[config.mk]
export PLATFORM = sky130hd
export DESIGN_NAME = rsp_round_ctrl
export DESIGN_NICKNAME = d
export VERILOG_FILES = /design/src/rtl/rsp_round_ctrl.sv
export SDC_FILE = /design/constraint.sdc
export NUM_CORES = 1
export LEC_CHECK = 0
export ABC_AREA = 0
export BUFFER_PORTS_ARGS = -buffer_cell sky130_fd_sc_hd__buf_4
export CAP_MARGIN = 20
export CELL_PAD_IN_SITES_DETAIL_PLACEMENT = 1
export CELL_PAD_IN_SITES_GLOBAL_PLACEMENT = 1
export CORE_MARGIN = 3
export CORE_UTILIZATION = 42
export DETAILED_ROUTE_END_ITERATION = 10
export PLACE_DENSITY_LB_ADDON = 0.1
export SLEW_MARGIN = 20
export SYNTH_ARGS = -nofsm -noshare
export SYNTH_HDL_FRONTEND = slang
export SYNTH_SLANG_ARGS = --single-unit
[constraint.sdc]
create_clock -name CLK -period 1.8 [get_ports CLK]
set_clock_uncertainty 0.05 [all_clocks]
set_input_delay 0.36 -clock CLK [delete_from_list [all_inputs] [get_ports CLK]]
set_output_delay 0.36 -clock CLK [all_outputs]
set_load 0.01 [all_outputs]
[src/rtl/rsp_round_ctrl.sv]
// Rock-scissors-paper round controller: keypad scan and debounce, computer pick,
// round judging, score keeping and match end detection.
module rsp_round_ctrl #(
  parameter int TICK_DIV   = 500,
  parameter int DEBOUNCE   = 4,
  parameter int SHOW_TICKS = 200,
  parameter int WIN_SCORE  = 3
) (
  input  logic       CLK,
  input  logic       RESET_N,
  input  logic [3:0] key_row,
  input  logic       start,
  output logic [2:0] key_col,
  output logic [2:0] user_sel,
  output logic [2:0] cpu_sel,
  output logic [1:0] result,
  output logic       result_valid,
  output logic [3:0] user_score,
  output logic [3:0] cpu_score,
  output logic       match_over,
  output logic       match_winner,
  output logic       busy
);

  localparam int TW = $clog2(TICK_DIV);
  localparam int DW = $clog2(DEBOUNCE + 1);
  localparam int SW = $clog2(SHOW_TICKS + 1);
  localparam logic [TW-1:0] TICK_LAST = TW'(TICK_DIV - 1);
  localparam logic [DW-1:0] DB_LAST   = DW'(DEBOUNCE - 1);
  localparam logic [SW-1:0] SHOW_LAST = SW'(SHOW_TICKS - 1);
  localparam logic [3:0]    WIN       = 4'(WIN_SCORE);
  localparam logic [2:0]    COL_ROCK  = 3'b001;

  typedef enum logic [2:0] {
    S_IDLE, S_SCAN, S_DEB, S_JUDGE, S_SHOW, S_WAIT, S_DONE
  } state_t;

  state_t        state_q, state_d;
  logic [3:0]    row_s1_q, row_s2_q;
  logic [TW-1:0] tick_cnt_q, tick_cnt_d;
  logic [1:0]    rand_q, rand_d;
  logic [2:0]    key_col_q, key_col_d;
  logic [DW-1:0] db_cnt_q, db_cnt_d;
  logic [SW-1:0] show_cnt_q, show_cnt_d;
  logic [2:0]    user_sel_q, user_sel_d;
  logic [2:0]    cpu_sel_q, cpu_sel_d;
  logic [1:0]    result_q, result_d;
  logic          rv_q, rv_d;
  logic [3:0]    user_score_q, user_score_d;
  logic [3:0]    cpu_score_q, cpu_score_d;
  logic          over_q, over_d;
  logic          winner_q, winner_d;
  logic          tick;
  logic [3:0]    krow;

  function automatic logic [2:0] rand_onehot(input logic [1:0] r);
    case (r)
      2'd1:    return 3'b001;
      2'd2:    return 3'b010;
      2'd3:    return 3'b100;
      default: return 3'b000;
    endcase
  endfunction

  // 01 user wins, 10 cpu wins, 11 draw
  function automatic logic [1:0] judge(input logic [2:0] u, input logic [2:0] c);
    if (u == c) return 2'b11;
    if ((u == 3'b001 && c == 3'b010) ||
        (u == 3'b010 && c == 3'b100) ||
        (u == 3'b100 && c == 3'b001)) return 2'b01;
    return 2'b10;
  endfunction

  assign krow = row_s2_q;
  assign tick = (tick_cnt_q == TICK_LAST);

  always_ff @(posedge CLK or negedge RESET_N) begin
    if (!RESET_N) begin
      state_q      <= S_IDLE;
      row_s1_q     <= '0;
      row_s2_q     <= '0;
      tick_cnt_q   <= '0;
      rand_q       <= 2'd1;
      key_col_q    <= '0;
      db_cnt_q     <= '0;
      show_cnt_q   <= '0;
      user_sel_q   <= '0;
      cpu_sel_q    <= '0;
      result_q     <= '0;
      rv_q         <= 1'b0;
      user_score_q <= '0;
      cpu_score_q  <= '0;
      over_q       <= 1'b0;
      winner_q     <= 1'b0;
    end else begin
      state_q      <= state_d;
      row_s1_q     <= key_row;
      row_s2_q     <= row_s1_q;
      tick_cnt_q   <= tick_cnt_d;
      rand_q       <= rand_d;
      key_col_q    <= key_col_d;
      db_cnt_q     <= db_cnt_d;
      show_cnt_q   <= show_cnt_d;
      user_sel_q   <= user_sel_d;
      cpu_sel_q    <= cpu_sel_d;
      result_q     <= result_d;
      rv_q         <= rv_d;
      user_score_q <= user_score_d;
      cpu_score_q  <= cpu_score_d;
      over_q       <= over_d;
      winner_q     <= winner_d;
    end
  end

  always_comb begin
    state_d      = state_q;
    tick_cnt_d   = tick ? '0 : tick_cnt_q + TW'(1);
    rand_d       = (rand_q == 2'd3) ? 2'd1 : rand_q + 2'd1;
    key_col_d    = key_col_q;
    db_cnt_d     = db_cnt_q;
    show_cnt_d   = show_cnt_q;
    user_sel_d   = user_sel_q;
    cpu_sel_d    = cpu_sel_q;
    result_d     = result_q;
    rv_d         = 1'b0;
    user_score_d = user_score_q;
    cpu_score_d  = cpu_score_q;
    over_d       = over_q;
    winner_d     = winner_q;

    case (state_q)
      S_IDLE: begin
        if (start) begin
          state_d   = S_SCAN;
          key_col_d = COL_ROCK;
        end
      end
      S_SCAN: begin
        if (tick) begin
          if (krow == 4'b0000) begin
            key_col_d = {key_col_q[1:0], key_col_q[2]};
          end else if (krow == 4'b0001) begin
            db_cnt_d = '0;
            state_d  = S_DEB;
          end
        end
      end
      S_DEB: begin
        // a bounce drops back to scanning without rotating on that tick
        if (tick) begin
          if (krow == 4'b0001) begin
            if (db_cnt_q == DB_LAST) begin
              user_sel_d = key_col_q;
              cpu_sel_d  = rand_onehot(rand_q);
              db_cnt_d   = '0;
              state_d    = S_JUDGE;
            end else begin
              db_cnt_d = db_cnt_q + DW'(1);
            end
          end else begin
            db_cnt_d = '0;
            state_d  = S_SCAN;
          end
        end
      end
      S_JUDGE: begin
        result_d   = judge(user_sel_q, cpu_sel_q);
        rv_d       = 1'b1;
        show_cnt_d = '0;
        state_d    = S_SHOW;
        if (result_d == 2'b01) user_score_d = user_score_q + 4'd1;
        if (result_d == 2'b10) cpu_score_d  = cpu_score_q + 4'd1;
      end
      S_SHOW: begin
        if (tick) begin
          if (show_cnt_q == SHOW_LAST) state_d = S_WAIT;
          else show_cnt_d = show_cnt_q + SW'(1);
        end
      end
      S_WAIT: begin
        if (tick && krow == 4'b0000) begin
          if (user_score_q == WIN || cpu_score_q == WIN) begin
            state_d   = S_DONE;
            key_col_d = '0;
            over_d    = 1'b1;
            winner_d  = (cpu_score_q == WIN);
          end else begin
            state_d   = S_SCAN;
            key_col_d = COL_ROCK;
          end
        end
      end
      S_DONE: begin
        if (start) begin
          state_d      = S_SCAN;
          key_col_d    = COL_ROCK;
          user_score_d = '0;
          cpu_score_d  = '0;
          user_sel_d   = '0;
          cpu_sel_d    = '0;
          result_d     = '0;
          over_d       = 1'b0;
          winner_d     = 1'b0;
        end
      end
      default: state_d = S_IDLE;
    endcase
  end

  always_comb begin
    busy         = (state_q != S_IDLE) && (state_q != S_DONE);
    key_col      = key_col_q;
    user_sel     = user_sel_q;
    cpu_sel      = cpu_sel_q;
    result       = result_q;
    result_valid = rv_q;
    user_score   = user_score_q;
    cpu_score    = cpu_score_q;
    match_over   = over_q;
    match_winner = winner_q;
  end

endmodule
==> results of run 1 <==
==> cell families (layout without fill, tap and decap cells) <==
group,Yosys count,after routing
compound gates,59,59
simple gates,113,113
fa+ha+maj,8,8
flops,55,55
xor+xnor,14,14
mux,7,7
buf+inv,26,106
==> layer usage <==
| metal | share of wire (%) | vias up | routed length [um] | global-route usage, % |
|---|---|---|---|---|
| li1 | - | 1157 | - | - |
| met1 | 42 | 1235 | 3290 | 24.8 |
| met2 | 54 | 40 | 4220 | 36.6 |
| met3 | 2.7 | 5 | 211 | 3.04 |
| met4 | 0.71 | 0 | 55 | 4.60 |
| met5 | 0 | - | 0 | 0 |
==> registers in the layout (all words and copies together) (netlist names), 2 cells and up <==
name	count
cpu_score	4
cpu_sel	3
db_cnt_q	3
key_col	3
krow	4
rand_q	2
result	2
row_s1_q	4
show_cnt_q	8
state_q	3
tick_cnt_q	9
user_score	4
user_sel	3
==> worst max-delay path, delay by kind of cell (launching register included) <==
| kind | cells | cell delay (ns) |
|---|---|---|
| buffers and inverters | 3 | 0.38 |
| flip-flops | 1 | 0.45 |
| AND/OR/NAND/NOR | 2 | 0.40 |
==> cells in the final DEF, fill, tap and decap left out, types with 2 or more instances in the layout <==
master	synthesis	final
nand3_4	2	2
nor2_1	21	21
a211o_1	2	2
and3_1	4	4
nor4bb_1	3	2
o21ai_0	14	10
a31oi_1	4	4
o21ai_1	7	7
nand2_4	0	2
inv_1	13	13
nor3_4	0	3
nor4_2	0	2
mux2_4	2	2
mux2i_1	4	4
a2111oi_4	0	4
nor3_1	4	2
xnor2_1	12	12
a31o_2	3	3
nand3_1	13	11
clkbuf_1	4	2
nand3_2	0	2
buf_4	1	73
a211oi_2	0	3
buf_6	1	8
a21oi_1	6	5
clkbuf_8	0	5
dfrtp_1	54	53
clkinv_2	1	2
a21o_1	2	2
nand2_1	39	32
nand4_1	4	4
o21ai_2	0	3
nand2_2	0	5
ha_1	8	7
xor2_1	2	2
nand2b_1	5	5
nor2b_1	3	3
==> report_power, final <==
part / leakage (nW) / switching [mW] / total [mW] / internal, mW
Sequential: 0.705 / 0.0713 / 1.35 / 1.28
Clock: 0.0422 / 0.404 / 0.679 / 0.275
Combinational: 1.02 / 0.322 / 0.645 / 0.323
==> worst paths after layout <==
| check | startpoint | end | slack (ns) | cells past startpoint |
|---|---|---|---|---|
| setup / recovery | state_q[2]$_DFFE_PN0P_ | busy | -0.16 | 5 |
| hold / removal | key_row[2] | row_s1_q[2]$_DFF_PN0_ | 0.10 | 1 |
| setup reg to reg | krow[1]$_DFF_PN0_ | state_q[0]$_DFFE_PN0P_ | -0.14 | 5 |
| hold reg to reg | row_s1_q[1]$_DFF_PN0_ | krow[1]$_DFF_PN0_ | 0.30 | 0 |
| max in group asynchronous | RESET_N | state_q[1]$_DFFE_PN0P_ | 0.76 | 3 |
| min in group asynchronous | RESET_N | cpu_sel[0]$_DFFE_PN0P_ | 0.45 | 2 |
==> metrics by stage <==
step	setup WS (ns)	area, um^2	hold WS (ns)
3_3_place_gp	-0.0946	3460	0.251
3_5_place_dp	-0.146	3460	0.256
5_1_grt	-0.223	3900	0.0895
4_1_cts	-0.144	3730	0.0986
6_report	-0.156	3900	0.105
2_1_floorplan	-0.0769	2910	0.0144
==> timing repair <==
| item | in CTS | in global routing |
|---|---|---|
| hold buffers | 1 | 0 |
| setup endpoints to repair | 25 | 34 |
| pin swaps | 17 | 17 |
| cloned | 1 | 0 |
| setup buffers | 10 | 8 |
| endpoints found under the hold margin | 26 | 0 |
| resized for setup | 24 | 27 |
==> area by class of cell <==
| cell class | count | area share (%) |
|---|---|---|
| clock buffers | 7 | 1.96 |
| clock inverters | 1 | 0.128 |
| inverters | 15 | 1.48 |
| multi-input cells | 201 | 41.5 |
| flip-flops and latches | 55 | 35.3 |
| well taps | 77 | 2.47 |
| repair buffers | 83 | 17.1 |
==> flow_summary_export.csv, run 1 <==
group,metric,value,unit
timing,tns,-0.965,ns
synth,ys_seq_area_share,47.4,%
timing,fmax,511,MHz
timing,rsz0062_at_grt,"true",
synth,ys_top_cells_by_count,"54 x dfrtp_1, 39 x nand2_1, 21 x nor2_1, 14 x o21ai_0",
synth,syn_nets,297,
layout,regArea,1380,um^2
synth,syn_inst,282,
timing,worst_slack,-0.156,ns
synth,synth_compound_area_share,15.8,%
layout,multi_input_area,1620,um^2
placement,gp_congestion,0.799,
min_path,hold_path.class,"in2reg",
cts,cts_root_buf,"clkbuf_8",
setup_path,crit_chain,"nor2b_1 > buf_4 > nor3_4 > inv_1 > buf_6",
routing,final_antenna_net_count,0,
global_routing,grt_pass1_vias,2545,
global_routing,grt_use_total,20.0,%
layout,fin_cells,439,
global_routing,grt_first_pass_wirelength,12400,um
routing,drtIter0Drc,90,
synth,yosys.area.top_type_share,46.5,%
routing,wl,7770,um
synth,synth_top_family_by_area,"simple AND/OR/NAND/NOR gates",
placement,port_buffers,29,
routing,wl_per_cell,17.7,um
synth,yosysMostFrequentCell,"dfrtp_1",
routing,via_count,2437,
synth,ys_top_cells_by_area,"dfrtp_1 46%, nand2_1 5.0%, xnor2_1 3.6%",
global_routing,grt_max_degree,29,
synth,async_flop_share,100,%
timing,slew_headroom,74.8,%
power_and_ir_drop,fin_total_pwr,2.68,mW
layout,syn_to_final_growth,34.1,%
placement,hpwl,5270,um
synth,syn_area_per_cell,10.3,um^2
cts,clk_latency,0.31,ns
routing,drt_pass1_iterations,5,
routing,drc,0,
setup_path,slowest_delay,0.45,ns
die,die_h,89.2,um
cts,cts_tree,"built",
cts,h-tree-depth,2,
die,die_area,7960,um^2
synth,yosys.area_share.simple,22.5,%
synth,syn-cell-area,2910,um^2
die,die_width,89.2,um
synth,synth_edf_count,0,
synth,synth.distinct_cells,60,
cts,cts.sinks,55,
layout,final_nets,376,
setup_path,cp.required,1.39,ns
layout,final_core_util,59.7,%
synth,synth_ff_type,"dfrtp_1",
timing,setup_violations,16,
global_routing,antenna_found_initial,0,
placement,dp_cells,415,
layout,diodes,0,
synth,ys_ff_latch,55,
synth,synthXorXnorAreaFrac,4.22,%
setup_path,critPathSlowestCell,"dfrtp_1",
synth,synth-adder-area-share,3.44,%
cts,cts.reportedPaths.clkPinSlew,0.10,ns
run,max_cap_violations,0,
setup_path,crit_type,"reg2out",
timing,fin_crit,1.96,ns
timing,tightest_slew,0.378,ns
setup_path,startpoint_type,"register",
setup_path,arrival,1.55,ns
timing,fin_crit_sh,109,%
die,rows,29,
power_and_ir_drop,powerDensity,686,nW/um^2
timing,hold_viol_final,0,
setup_path,crit_fanout,6,
cts,clk_path_buf_depth,2,
global_routing,grt.overflow.total,0,
status,status,"complete, but fails checks",
power_and_ir_drop,p_leak,1.76,nW
synth,synth_area_leader_cell,"dfrtp_1",
layout,drive_gt1_share,38.7,%
die,design.core.area,6530,um^2
status,violations,"negative setup slack",
die,ios,30,
routing,drt-vias-per-instance,5.55,
die,start_util,44.5,%
synth,yosys_warnings,0,
power_and_ir_drop,worst_ir_drop_vdd,0.632,mV
synth,synth_mux_area_share,2.80,%
cts,cts_buffers,5,
layout,fillers,713,
timing,slew_viol_final,0,
setup_path,endpoint_kind,"output pin",
Power figures use the tool's default switching activity.
==> run 2, diff against run 1 <==
Settings changed: CORE_UTILIZATION 42 to 50.
Clock period 1.8 ns to 2.4 ns, I/O delays scaled along.
==> run 2 against run 1 <==
The run now ends clean. Clock power up 7.5%. Wire length shrank 13%. Global-route usage increased by 1.6 points. First-iteration DRC count grew 4.4%. Combinational power decreased by 43%. Core utilization increased by 0.34 points. Non-clock buffer count fell by 47. Critical path depth did not move. Critical path type unchanged. Highest routed layer unchanged.
==> flow_summary_export.csv, run 2 (same netlist as run 1, synthesis figures left out) <==
group,metric,value,unit
setup_path,crit_buf_inv,3,
global_routing,grt.overflow.total,0,
layout,diodes,0,
placement,gp_congestion,0.790,
die,die_h,82.3,um
layout,drive_gt1_share,22.2,%
timing,worst_slack,0.144,ns
power_and_ir_drop,fin_total_pwr,2.11,mW
layout,regMostFlops,"tick_cnt_q",
setup_path,crit_fanout,12,
routing,drt_pass1_iterations,6,
setup_path,startpoint_type,"register",
cts,h-tree-depth,2,
setup_path,crit_cells,5,
cts,cts.sinks,55,
run,max_cap_violations,0,
power_and_ir_drop,p_leak,1.49,nW
setup_path,r2r_slack,0.34,ns
setup_path,crit_chain,"buf_4 > nor2b_1 > nor3_1 > inv_1 > buf_4",
setup_path,cpMostUsedCell,"buf_4",
layout,final_nets,329,
layout,largest_register_ff_count,9,
cts,clk_latency,0.31,ns
cts,cts_hold_buffers,0,
layout,final_core_util,60.1,%
die,design.core.area,5570,um^2
setup_path,critPathSlowestCell,"dfrtp_1",
global_routing,grt_first_pass_wirelength,11300,um
die,ios,30,
timing,fin_crit,2.26,ns
setup_path,endpoint_kind,"output pin",
timing,fmax,443,MHz
placement,hpwl,4950,um
placement,place_area,3210,um^2
cts,cts_root_buf,"clkbuf_8",
global_routing,grt_max_degree,56,
layout,layout_commonest_cell,"dfrtp_1",
timing,rsz0062_at_grt,"false",
die,rows,27,
routing,final_antenna_net_count,0,
power_and_ir_drop,powerDensity,631,nW/um^2
placement,pre_cts_ws,0.345,ns
layout,reg_top3,"tick_cnt_q x9, show_cnt_q x8",
routing,wl,6750,um
global_routing,antenna_found_initial,0,
die,start_util,52.2,%
layout,fin_cells,387,
setup_path,crit_type,"reg2out",
status,status,"complete, no violations",
timing,tightest_slew,0.702,ns
die,die_area,6770,um^2
timing,slew_viol_final,0,
timing,hold_viol_final,0,
global_routing,grt_pass1_vias,2329,
timing,setup_violations,0,
routing,drt-vias-per-instance,5.73,
timing,slew_headroom,53.2,%
timing,hold_ws,0.160,ns
setup_path,cp-startpoint,"state_q[1]$_DFFE_PN0P_",
layout,final_cell_mix,"54 x dfrtp_1, 39 x nand2_1, 36 x buf_4",
setup_path,r2r_end,"user_sel[1]$_DFFE_PN0P_",
cts,cts_tree,"built",
layout,fillers,633,
setup_path,cp.required,1.87,ns
cts,post_cts_buffers,0,
setup_path,arrival,1.73,ns
min_path,hold_path.class,"in2async",
cts,cts.reportedPaths.clkPinSlew,0.10,ns
setup_path,worstSetupEndpoint,"busy",
routing,drc,0,
layout,syn_to_final_growth,15.1,%
timing,tns,0,ns
setup_path,r2r_start,"state_q[1]$_DFFE_PN0P_",
placement,dp_cells,379,
setup_path,r2r_cells,3,
routing,drtIter0Drc,94,
die,die_width,82.3,um
routing,wl_per_cell,17.4,um
layout,fin_area,3350,um^2
cts,clk_path_buf_depth,2,
power_and_ir_drop,worst_ir_drop_vdd,0.350,mV
timing,fin_crit_sh,94.0,%
global_routing,grt_use_total,21.6,%
routing,via_count,2219,
cts,cts_buffers,5,
setup_path,slowest_delay,0.54,ns
placement,port_buffers,29,
setup_path,critical-path-top-delay-family,"flip-flops",
cts,post_cts_resized,0,
## run 2: cell count changes in the layout (fill, tap and decap cells not counted), moves of 4 or more
cell	delta
a2111oi_4	-4
o21ai_0	+4
buf_4	-37
nand2_1	+7
a2111oi_2	+4
nand2_2	-5
buf_6	-8
## run 2: how the worst min path moves through the flow
stage / end / slack, ns
after floorplan: cpu_score[0]$_DFFE_PN0P_ / 0.13
after global placement: krow[2]$_DFF_PN0_ / 0.28
after detailed placement: krow[0]$_DFF_PN0_ / 0.29
after CTS: db_cnt_q[2]$_DFFE_PN0P_ / 0.19
after global routing: row_s1_q[1]$_DFF_PN0_ / 0.20
final: cpu_sel[1]$_DFFE_PN0P_ / 0.16
## run 2: report_power, final
group	internal (mW)	switching, mW
combinational	0.166	0.205
clock	0.416	0.314
sequential	0.962	0.0518
## run 2: routing by layer
layer	vias up	global-route usage, %	part of all wire (%)
li1	1061	-	-
met1	1119	26.4	44
met2	32	39.7	52
met3	7	3.58	2.7
met4	0	4.15	1.1
met5	-	0	0
## run 2: final cells by class
class                      instances  area, um^2  share of cell area (%)
sequential                        55        1380                    41.1
clock inverter                     3        67.6                    2.02
timing repair buffer              36         270                    8.07
inverter                          15        57.6                    1.72
multi-input combinational        201        1420                    42.3
clock buffer                       5        68.8                    2.06
tap                               72        90.1                    2.69
